==> src/rtl/rc_mse_monitor.sv <==
// rc_mse_monitor: streaming error statistics for an approximate WIDTH-bit adder.
// Recomputes the exact sum, pipelines |approx - exact| and its square, and
// accumulates sample count, nonzero-error count, squared-error sum and max error
// with saturating arithmetic. A RUN/DRAIN/REPORT FSM hands out stable snapshots.
module rc_mse_monitor #(
    parameter int WIDTH = 16,
    parameter int ACC_W = 48,
    parameter int CNT_W = 32
) (
    input  logic             clk,
    input  logic             rst_n,
    input  logic             in_valid,
    output logic             in_ready,
    input  logic [WIDTH-1:0] in_a,
    input  logic [WIDTH-1:0] in_b,
    input  logic [WIDTH:0]   in_approx,
    input  logic             clear,
    input  logic             rpt_req,
    output logic             rpt_valid,
    input  logic             rpt_ready,
    output logic [CNT_W-1:0] sample_cnt,
    output logic [CNT_W-1:0] err_cnt,
    output logic [ACC_W-1:0] sq_err_sum,
    output logic [WIDTH:0]   max_err,
    output logic             sat
);

    localparam int DW  = WIDTH + 2;     // signed error distance width
    localparam int SQW = 2 * WIDTH + 2; // squared error width

    typedef enum logic [1:0] {ST_RUN, ST_DRAIN, ST_REPORT} state_t;

    state_t           state_q, state_d;
    logic             accept;
    logic             flush;

    // Stage 1: signed error distance
    logic             v1_q, v1_d;
    logic [DW-1:0]    d1_q, d1_d;
    logic [WIDTH:0]   exact;
    // Stage 2: magnitude, square, nonzero flag
    logic             v2_q, v2_d;
    logic [WIDTH:0]   m2_q, m2_d;
    logic [SQW-1:0]   sq2_q, sq2_d;
    logic             nz2_q, nz2_d;
    logic [SQW-1:0]   m_ext;
    // Stage 3: commit register feeding the accumulators
    logic             v3_q, v3_d;
    logic [WIDTH:0]   m3_q, m3_d;
    logic [SQW-1:0]   sq3_q, sq3_d;
    logic             nz3_q, nz3_d;
    // Accumulators
    logic [CNT_W-1:0] sample_cnt_q, sample_cnt_d;
    logic [CNT_W-1:0] err_cnt_q, err_cnt_d;
    logic [ACC_W-1:0] sq_err_q, sq_err_d;
    logic [WIDTH:0]   max_err_q, max_err_d;
    logic             sat_q, sat_d;
    logic [ACC_W:0]   sq_wide;

    // FSM next state and handshake outputs; DRAIN may leave while stage 3 commits
    always_comb begin
        state_d   = state_q;
        in_ready  = 1'b0;
        rpt_valid = 1'b0;
        case (state_q)
            ST_RUN: begin
                in_ready = 1'b1;
                if (rpt_req) state_d = ST_DRAIN;
            end
            ST_DRAIN: begin
                if (!v1_q && !v2_q) state_d = ST_REPORT;
            end
            ST_REPORT: begin
                rpt_valid = 1'b1;
                if (rpt_ready) state_d = ST_RUN;
            end
            default: state_d = ST_RUN;
        endcase
    end

    // Transfer qualification; clear is honoured everywhere except REPORT
    always_comb begin
        accept = in_valid && in_ready;
        flush  = clear && (state_q != ST_REPORT);
    end

    // Datapath stages; a flush drops every in-flight sample including the one arriving
    always_comb begin
        exact = {1'b0, in_a} + {1'b0, in_b};
        d1_d  = {1'b0, in_approx} - {1'b0, exact};
        v1_d  = accept && !flush;

        m2_d  = d1_q[DW-1] ? (WIDTH+1)'(-d1_q) : d1_q[WIDTH:0];
        m_ext = SQW'(m2_d);
        sq2_d = m_ext * m_ext;
        nz2_d = (m2_d != '0);
        v2_d  = v1_q && !flush;

        m3_d  = m2_q;
        sq3_d = sq2_q;
        nz3_d = nz2_q;
        v3_d  = v2_q && !flush;
    end

    // Saturating accumulation of the committed stage-3 sample
    always_comb begin
        sample_cnt_d = sample_cnt_q;
        err_cnt_d    = err_cnt_q;
        sq_err_d     = sq_err_q;
        max_err_d    = max_err_q;
        sat_d        = sat_q;
        sq_wide      = {1'b0, sq_err_q} + (ACC_W+1)'(sq3_q);
        if (flush) begin
            sample_cnt_d = '0;
            err_cnt_d    = '0;
            sq_err_d     = '0;
            max_err_d    = '0;
            sat_d        = 1'b0;
        end else if (v3_q) begin
            if (sample_cnt_q == '1) sat_d = 1'b1;
            else                    sample_cnt_d = sample_cnt_q + CNT_W'(1);
            if (nz3_q) begin
                if (err_cnt_q == '1) sat_d = 1'b1;
                else                 err_cnt_d = err_cnt_q + CNT_W'(1);
            end
            if (sq_wide[ACC_W]) begin
                sq_err_d = '1;
                sat_d    = 1'b1;
            end else begin
                sq_err_d = sq_wide[ACC_W-1:0];
            end
            if (m3_q > max_err_q) max_err_d = m3_q;
        end
    end

    // Control and statistics registers with synchronous active-low reset
    always_ff @(posedge clk) begin
        if (!rst_n) begin
            state_q      <= ST_RUN;
            v1_q         <= 1'b0;
            v2_q         <= 1'b0;
            v3_q         <= 1'b0;
            sample_cnt_q <= '0;
            err_cnt_q    <= '0;
            sq_err_q     <= '0;
            max_err_q    <= '0;
            sat_q        <= 1'b0;
        end else begin
            state_q      <= state_d;
            v1_q         <= v1_d;
            v2_q         <= v2_d;
            v3_q         <= v3_d;
            sample_cnt_q <= sample_cnt_d;
            err_cnt_q    <= err_cnt_d;
            sq_err_q     <= sq_err_d;
            max_err_q    <= max_err_d;
            sat_q        <= sat_d;
        end
    end

    // Datapath payload registers; qualified by the valid bits, so no reset needed
    always_ff @(posedge clk) begin
        d1_q  <= d1_d;
        m2_q  <= m2_d;
        sq2_q <= sq2_d;
        nz2_q <= nz2_d;
        m3_q  <= m3_d;
        sq3_q <= sq3_d;
        nz3_q <= nz3_d;
    end

    assign sample_cnt = sample_cnt_q;
    assign err_cnt    = err_cnt_q;
    assign sq_err_sum = sq_err_q;
    assign max_err    = max_err_q;
    assign sat        = sat_q;

endmodule

==> config.mk <==
export PLATFORM = sky130hd
export DESIGN_NAME = rc_mse_monitor
export DESIGN_NICKNAME = d
export VERILOG_FILES = /design/src/rtl/rc_mse_monitor.sv
export SDC_FILE = /design/constraint.sdc
export NUM_CORES = 1
export LEC_CHECK = 0
export ABC_AREA = 1
export CORE_UTILIZATION = 55
export DETAILED_ROUTE_END_ITERATION = 8
export MAX_ROUTING_LAYER = met4
export PLACE_DENSITY_LB_ADDON = 0.08
export SYNTH_ARGS = -nofsm -noshare
export SYNTH_HDL_FRONTEND = slang
export SYNTH_SLANG_ARGS = --single-unit
==> constraint.sdc <==
create_clock -name clk -period 12.1 [get_ports clk]
set_input_delay 2.42 -clock clk [delete_from_list [all_inputs] [get_ports clk]]
set_output_delay 2.42 -clock clk [all_outputs]
set_load 0.01 [all_outputs]
==> metrics.txt, run 1 <==
# TYPE chip_impl_metric gauge
chip_impl_info{name="run_status",value="finished clean"} 1
chip_impl_metric{name="drt-vias-per-instance",unit=""} 5.19
chip_impl_metric{name="relSlewSlack",unit="%"} 22.6
chip_impl_metric{name="syn_nets",unit=""} 3360
chip_impl_info{name="worst_hold_path_type",value="flop to flop"} 1
chip_impl_metric{name="drt-initial-drc-count",unit=""} 960
chip_impl_metric{name="netlist.area_leader.share",unit="%"} 23.2
chip_impl_info{name="grt_setup_unrepaired",value="no"} 1
chip_impl_metric{name="wl_per_cell",unit="um"} 16.1
chip_impl_info{name="cts.root.buffer_cell",value="clkbuf_16"} 1
chip_impl_metric{name="cp_data_required_time",unit="ns"} 12.56
chip_impl_metric{name="yosysWarningCount",unit=""} 0
chip_impl_info{name="cts_tree",value="done"} 1
chip_impl_metric{name="antenna_found_initial",unit=""} 0
chip_impl_metric{name="clock_tree.buffer_depth",unit=""} 3
chip_impl_metric{name="setup_violating_endpoint_count_in_the_final_report",unit=""} 0
chip_impl_metric{name="groute.usage.overall",unit="%"} 30.3
chip_impl_metric{name="overflow",unit=""} 0
chip_impl_metric{name="synthArstFlopShare",unit="%"} 0
chip_impl_metric{name="floorplan.die.width",unit="um"} 201
chip_impl_metric{name="highest_cell_delay_on_the_worst_timing_path",unit="ns"} 0.55
chip_impl_metric{name="layout_min_cycle_time",unit="ns"} 7.62
chip_impl_metric{name="drive_gt1_share",unit="%"} 4.51
chip_impl_info{name="timing.setup.critical_path_class",value="flop to flop"} 1
chip_impl_metric{name="worst-endpoint-arrival",unit="ns"} 8.08
chip_impl_metric{name="area_growth_syn_to_layout",unit="%"} 14.6
chip_impl_metric{name="num_vias",unit=""} 18808
chip_impl_metric{name="maximum_number_of_pins_on_one_net_before_global_route_repair",unit=""} 64
chip_impl_info{name="synth_largest_area_cell",value="dfxtp_1"} 1
chip_impl_metric{name="post_synth_inst_count",unit=""} 2918
chip_impl_metric{name="drt_first_pass_iters",unit=""} 5
chip_impl_metric{name="setup_tns",unit="ns"} 0
chip_impl_info{name="crit_path_start_kind",value="flop"} 1
chip_impl_metric{name="path_max_fanout",unit=""} 16
chip_impl_metric{name="hold_buffers",unit=""} 0
chip_impl_info{name="yosys.cell_count.top_type",value="inv_1"} 1
chip_impl_metric{name="drc",unit=""} 0
chip_impl_info{name="synth_top_flop_cell",value="dfxtp_1"} 1
chip_impl_metric{name="synth-seq-cells",unit=""} 253
chip_impl_info{name="synth_top_cells_by_count",value="613 x inv_1, 557 x nand2_1, 303 x nor2_1"} 1
chip_impl_metric{name="floorplan.core_area",unit="um^2"} 38900
chip_impl_metric{name="finalNetCount",unit=""} 3529
chip_impl_info{name="critical-path-top-delay-family",value="adder cells"} 1
chip_impl_metric{name="cts-buffers-inserted",unit=""} 28
chip_impl_metric{name="place.gp.congestion",unit=""} 0.969
chip_impl_metric{name="timing.final.crit_share",unit="%"} 62.9
chip_impl_metric{name="post-cts-setup-buffers",unit=""} 0
chip_impl_metric{name="final_max_slew_viol_count",unit=""} 0
chip_impl_metric{name="cts_repair_resize_count",unit=""} 0
chip_impl_metric{name="synth-edff-count",unit=""} 0
chip_impl_metric{name="cts.htree.levels",unit=""} 1
chip_impl_info{name="library_cell_contributing_the_largest_single_delay_on_the_critical_path",value="fa_1"} 1
chip_impl_metric{name="mappedNetlistArea",unit="um^2"} 21900
chip_impl_metric{name="cts_sink_count",unit=""} 253
chip_impl_metric{name="critPathBufInv",unit=""} 8
chip_impl_metric{name="numPortBuffers",unit=""} 186
chip_impl_info{name="synth.area.top_cells",value="dfxtp_1 23%, fa_1 19%, inv_1 11%"} 1
chip_impl_info{name="critical_path.endpoint_type",value="flop"} 1
chip_impl_metric{name="ioPinCount",unit=""} 187
chip_impl_metric{name="ant_nets",unit=""} 0
chip_impl_metric{name="routed_wl",unit="um"} 58300
chip_impl_metric{name="fp.dieH",unit="um"} 201
chip_impl_metric{name="design.die.area",unit="um^2"} 40600
chip_impl_metric{name="timing_hold_violations_final",unit=""} 0
chip_impl_metric{name="synth.lib_cells_used.distinct",unit=""} 51
chip_impl_metric{name="initial_core_util",unit="%"} 56.2
chip_impl_metric{name="first_global_vias",unit=""} 19082
chip_impl_metric{name="grt_pass1_wl",unit="um"} 96200
chip_impl_metric{name="clock_latency",unit="ns"} 0.58
chip_impl_metric{name="clkTransAtPathRegs",unit="ns"} 0.06
chip_impl_metric{name="synthesized_area_per_cell",unit="um^2"} 7.50
chip_impl_metric{name="achievable-frequency",unit="MHz"} 131
chip_impl_metric{name="seq_area_frac_synth",unit="%"} 23.2
chip_impl_metric{name="clock_skew",unit="ns"} 0.0206
chip_impl_metric{name="final.fill_count",unit=""} 3524
chip_impl_metric{name="std_cell_rows",unit=""} 72
chip_impl_metric{name="max_cap_violations",unit=""} 0
chip_impl_metric{name="worst-slew-pin-transition",unit="ns"} 1.15
chip_impl_metric{name="hpwl",unit="um"} 47900
## layout make-up
cell class / count / area [um^2] / share of cell area (%)
diodes: 1 / 2.50 / 0.00998
clock buffers: 36 / 771 / 3.07
clock inverters: 13 / 156 / 0.624
inverters: 633 / 2380 / 9.48
multi-input cells: 1979 / 14100 / 56.4
flip-flops and latches: 253 / 5070 / 20.2
well taps: 518 / 648 / 2.58
repair buffers: 192 / 1910 / 7.61
## kinds of logic (layout without fill, tap and decap cells)
| family | Yosys count | count (layout) | share of synthesized area [%] |
|---|---|---|---|
| simple gates | 1129 | 1129 | 22.4 |
| buf+inv | 686 | 874 | 12.2 |
| fa+ha+maj | 387 | 387 | 29.3 |
| compound gates | 367 | 367 | 9.10 |
| flops | 253 | 253 | 23.2 |
| xor+xnor | 96 | 96 | 3.84 |
| other cells | 0 | 1 | 0 |
## registers in the layout (all words and copies together), names as in the netlist, 2 cells and up
register,cells
sq2_q,33
m2_q,16
state_q,2
max_err,17
sq3_q,33
m3_q,16
sq_err_sum,48
sample_cnt,32
d1_q,18
err_cnt,32
## layer usage
layer | share of wire [%] | GRT usage, %
met5 | 0 | -
met4 | 2.4 | 8.39
met3 | 4.4 | 2.67
met2 | 49 | 52.0
met1 | 44 | 38.1
## per-stage QoR
step	std cells	hold WS [ns]	area (um^2)	util (%)	setup WS (ns)
floorplan	2918	0.310	21900	-	5.63
global placement	3575	0.311	24100	62.0	4.83
detailed placement	3575	0.312	24100	62.0	4.62
CTS	3624	0.322	25100	64.4	4.60
global route	3624	0.325	25100	64.4	3.97
finish	3625	0.323	25100	64.4	4.48
## worst paths after layout
check	depth (start not counted)	start	slack, ns	endpoint
worst max-delay path	29	d1_q[0]	4.48	sq2_q[33]
worst min-delay path	0	sq2_q[7]	0.32	sq3_q[7]
worst max register to register	29	d1_q[0]	4.48	sq2_q[33]
worst min register to register	0	sq2_q[7]	0.32	sq3_q[7]
## cells in the final DEF, fill, tap and decap left out, types with 4 or more instances in the layout
| cell type | Yosys | layout |
|---|---|---|
| nand3_1 | 92 | 92 |
| o21a_1 | 8 | 8 |
| xor2_1 | 66 | 66 |
| nor4_1 | 8 | 8 |
| nand4_1 | 28 | 28 |
| nor2_2 | 11 | 11 |
| clkbuf_8 | 0 | 4 |
| clkdlybuf4s50_1 | 0 | 186 |
| nor3_2 | 10 | 10 |
| buf_4 | 3 | 6 |
| clkinv_1 | 4 | 4 |
| nand3_2 | 14 | 14 |
| clkinv_2 | 0 | 5 |
| o21ai_1 | 26 | 26 |
| o21bai_1 | 7 | 7 |
| dfxtp_1 | 253 | 252 |
| a21oi_1 | 177 | 177 |
| nor3_1 | 56 | 56 |
| nand3b_1 | 13 | 13 |
| xnor2_1 | 30 | 30 |
| nor2_4 | 4 | 4 |
| nor2_1 | 303 | 303 |
| a21boi_0 | 4 | 4 |
| o21ai_2 | 11 | 11 |
| o21ai_0 | 109 | 109 |
| inv_1 | 613 | 612 |
| ha_1 | 179 | 179 |
| a21o_1 | 8 | 8 |
| nand2_2 | 11 | 12 |
| nor3b_1 | 9 | 9 |
| nand2_1 | 557 | 556 |
| fa_1 | 208 | 208 |
| inv_2 | 16 | 17 |
| clkbuf_16 | 0 | 28 |
| clkbuf_1 | 25 | 4 |
| a31oi_1 | 5 | 5 |
Power of run 1 is left out: the tool's default activity adds up to more than one toggle a clock period on the data nets, which glitch-free logic cannot reach.
==> run 2, diff against run 1 <==
==> constraint.sdc (replaced) <==
create_clock -name clk -period 7.5 [get_ports clk]
set_input_delay 1.5 -clock clk [delete_from_list [all_inputs] [get_ports clk]]
set_output_delay 1.5 -clock clk [all_outputs]
set_load 0.01 [all_outputs]
==> run 2 against run 1 <==
Against the previous run: register-to-register slack lost 4.0 ns; clock skew increased by 0.0045 ns; non-clock buffer count increased by 19; first-iteration DRC count grew 18%; core utilization is 0.77 points higher; routed wire length down 1.3%; final cell count grew 0.61%; maximum frequency rose by 9.1%; flip-flop and latch count is the same; die area unchanged; hold slack got worse by 0.0024 ns; cell area is 1.2% higher.
==> metrics.txt, run 2 (same netlist as run 1, synthesis figures left out) <==
# TYPE chip_impl_metric gauge
chip_impl_metric{name="ant_nets",unit=""} 0
chip_impl_metric{name="drt-vias-per-instance",unit=""} 5.18
chip_impl_info{name="crit_top_cell",value="inv_1"} 1
chip_impl_metric{name="ioPinCount",unit=""} 187
chip_impl_metric{name="cts_sink_count",unit=""} 253
chip_impl_info{name="critical_path.endpoint_type",value="flop"} 1
chip_impl_metric{name="drc",unit=""} 0
chip_impl_metric{name="fp.dieH",unit="um"} 201
chip_impl_metric{name="hpwl",unit="um"} 47700
chip_impl_metric{name="grt_pass1_wl",unit="um"} 94600
chip_impl_info{name="worst_hold_path_type",value="flop to flop"} 1
chip_impl_metric{name="grt_use_met3",unit="%"} 2.85
chip_impl_metric{name="relSlewSlack",unit="%"} 39.0
chip_impl_info{name="grt_setup_unrepaired",value="no"} 1
chip_impl_metric{name="timing_hold_violations_final",unit=""} 0
chip_impl_metric{name="critPathBufInv",unit=""} 9
chip_impl_info{name="critical-path-top-delay-family",value="adder cells"} 1
chip_impl_metric{name="finalNetCount",unit=""} 3550
chip_impl_metric{name="reg2regPathDepth",unit=""} 31
chip_impl_metric{name="clock_latency",unit="ns"} 0.59
chip_impl_metric{name="max_cap_violations",unit=""} 0
chip_impl_metric{name="drive_gt1_share",unit="%"} 5.24
chip_impl_info{name="final_common_cell",value="inv_1"} 1
chip_impl_info{name="reg2reg_from",value="d1_q[0]"} 1
chip_impl_metric{name="initial_core_util",unit="%"} 56.2
chip_impl_metric{name="wl_per_cell",unit="um"} 15.8
chip_impl_metric{name="cts.htree.levels",unit=""} 1
chip_impl_info{name="crit_path_start_kind",value="flop"} 1
chip_impl_info{name="library_cell_contributing_the_largest_single_delay_on_the_critical_path",value="o21ai_0"} 1
chip_impl_metric{name="num_antenna_cells",unit=""} 0
chip_impl_metric{name="layout_min_cycle_time",unit="ns"} 6.98
chip_impl_metric{name="setup_violating_endpoint_count_in_the_final_report",unit=""} 0
chip_impl_metric{name="path_max_fanout",unit=""} 16
chip_impl_info{name="most_frequent_cells_in_the_layout",value="612 x inv_1, 556 x nand2_1, 303 x nor2_1"} 1
chip_impl_info{name="globalRoute.busiestLayer",value="met2"} 1
chip_impl_metric{name="routed_wl",unit="um"} 57600
chip_impl_metric{name="worst-slew-pin-transition",unit="ns"} 0.915
chip_impl_info{name="cts.root.buffer_cell",value="clkbuf_16"} 1
chip_impl_info{name="critical_path.reg2reg.endpoint",value="sq2_q[33]"} 1
chip_impl_metric{name="worst-endpoint-arrival",unit="ns"} 7.44
chip_impl_metric{name="cp_data_required_time",unit="ns"} 7.96
chip_impl_metric{name="clock_skew",unit="ns"} 0.0251
chip_impl_metric{name="num_vias",unit=""} 18874
chip_impl_metric{name="timing.hold.worst_path_depth",unit=""} 0
chip_impl_info{name="hold_path.startpoint",value="sq2_q[7]"} 1
chip_impl_metric{name="drt_first_pass_iters",unit=""} 6
chip_impl_metric{name="achievable-frequency",unit="MHz"} 143
chip_impl_metric{name="highest_cell_delay_on_the_worst_timing_path",unit="ns"} 0.63
chip_impl_metric{name="timing.final.crit_share",unit="%"} 93.1
chip_impl_metric{name="first_global_vias",unit=""} 19110
chip_impl_metric{name="clkTransAtPathRegs",unit="ns"} 0.07
chip_impl_metric{name="antenna_found_initial",unit=""} 0
chip_impl_metric{name="cts-buffers-inserted",unit=""} 30
chip_impl_metric{name="design.die.area",unit="um^2"} 40600
chip_impl_metric{name="floorplan.core_area",unit="um^2"} 38900
chip_impl_metric{name="place.gp.congestion",unit=""} 0.991
chip_impl_metric{name="setup_tns",unit="ns"} 0
chip_impl_metric{name="std_cell_rows",unit=""} 72
chip_impl_metric{name="groute.usage.overall",unit="%"} 29.6
chip_impl_metric{name="final.fill_count",unit=""} 3426
chip_impl_metric{name="final_max_slew_viol_count",unit=""} 0
chip_impl_info{name="run_status",value="finished clean"} 1
chip_impl_info{name="whs_endpoint",value="sq3_q[7]"} 1
chip_impl_metric{name="drt-initial-drc-count",unit=""} 1133
chip_impl_metric{name="post-cts-setup-buffers",unit=""} 0
chip_impl_metric{name="global_routing_met1_resource_utilization",unit="%"} 36.7
chip_impl_metric{name="area_growth_syn_to_layout",unit="%"} 16.0
chip_impl_metric{name="numPortBuffers",unit=""} 186
chip_impl_info{name="timing.setup.critical_path_class",value="flop to flop"} 1
chip_impl_metric{name="maximum_number_of_pins_on_one_net_before_global_route_repair",unit=""} 57
chip_impl_metric{name="gr-usage-met2",unit="%"} 50.6
chip_impl_info{name="cts_tree",value="done"} 1
chip_impl_metric{name="floorplan.die.width",unit="um"} 201
chip_impl_metric{name="overflow",unit=""} 0
chip_impl_metric{name="regToRegSetupSlack",unit="ns"} 0.52
chip_impl_metric{name="flip_flop_count_of_the_largest_register_all_copies_and_words_added",unit=""} 48
chip_impl_metric{name="clock_tree.buffer_depth",unit=""} 3
run 2: cell count changes in the layout (fill, tap and decap cells not counted), moves of 2 or more:
cell	before	now
clkinv_2	5	0
clkbuf_16	28	30
buf_4	6	25
bufinv_16	2	5
clkinv_4	0	2
clkinvlp_4	2	4
run 2: worst max-delay path by stage:
stage	cells past startpoint	startpoint	to	slack (ns)
2_1_floorplan	31	d1_q[0]	sq2_q[33]	1.03
5_1_grt	30	d1_q[0]	sq2_q[33]	0.04
3_5_place_dp	30	d1_q[0]	sq2_q[32]	0.47
6_report	31	d1_q[0]	sq2_q[33]	0.52
3_3_place_gp	30	d1_q[0]	sq2_q[33]	0.57
4_1_cts	30	d1_q[0]	sq2_q[32]	0.42
run 2: stage by stage:
stage               worst slack, ns  cell area (um^2)  util, %  hold slack, ns  instances
finish                        0.516             25400     65.2           0.321       3647
global route                 0.0425             25400     65.2           0.327       3647
CTS                           0.424             25400     65.2           0.324       3647
detailed placement            0.467             24300     62.4           0.312       3594
global placement              0.570             24300     62.4           0.310       3594
floorplan                      1.03             21900        -           0.310       2918
run 2: worst reg2reg max path: cells and delay by family (launching register included):
kind | cells | cell delay (ns)
compound gates | 1 | 0.63
flops | 1 | 0.35
fa+ha+maj | 7 | 3.24
buf+inv | 9 | 0.87
simple gates | 14 | 1.75
run 2: repair_timing:
| action | CTS | global route |
|---|---|---|
| hold buffers | 0 | 0 |
| endpoints found under the setup margin | 0 | 4 |
| gates resized for setup | 0 | 1 |
run 2: metal layers:
metal	vias up	wire [um]
li1	9385	-
met1	8831	25400
met2	523	27800
met3	135	2580
met4	0	1760
met5	-	0
run 2: area by class of cell:
| type | count | area, um^2 | area share [%] |
|---|---|---|---|
| Inverter | 633 | 2380 | 9.37 |
| Clock inverter | 16 | 263 | 1.04 |
| Clock buffer | 37 | 817 | 3.22 |
| Timing Repair Buffer | 211 | 2050 | 8.08 |
| Multi-Input combinational cell | 1979 | 14200 | 55.8 |
| Sequential cell | 253 | 5070 | 20.0 |
| Tap cell | 518 | 648 | 2.55 |
Power of run 2 is left out for the same reason.
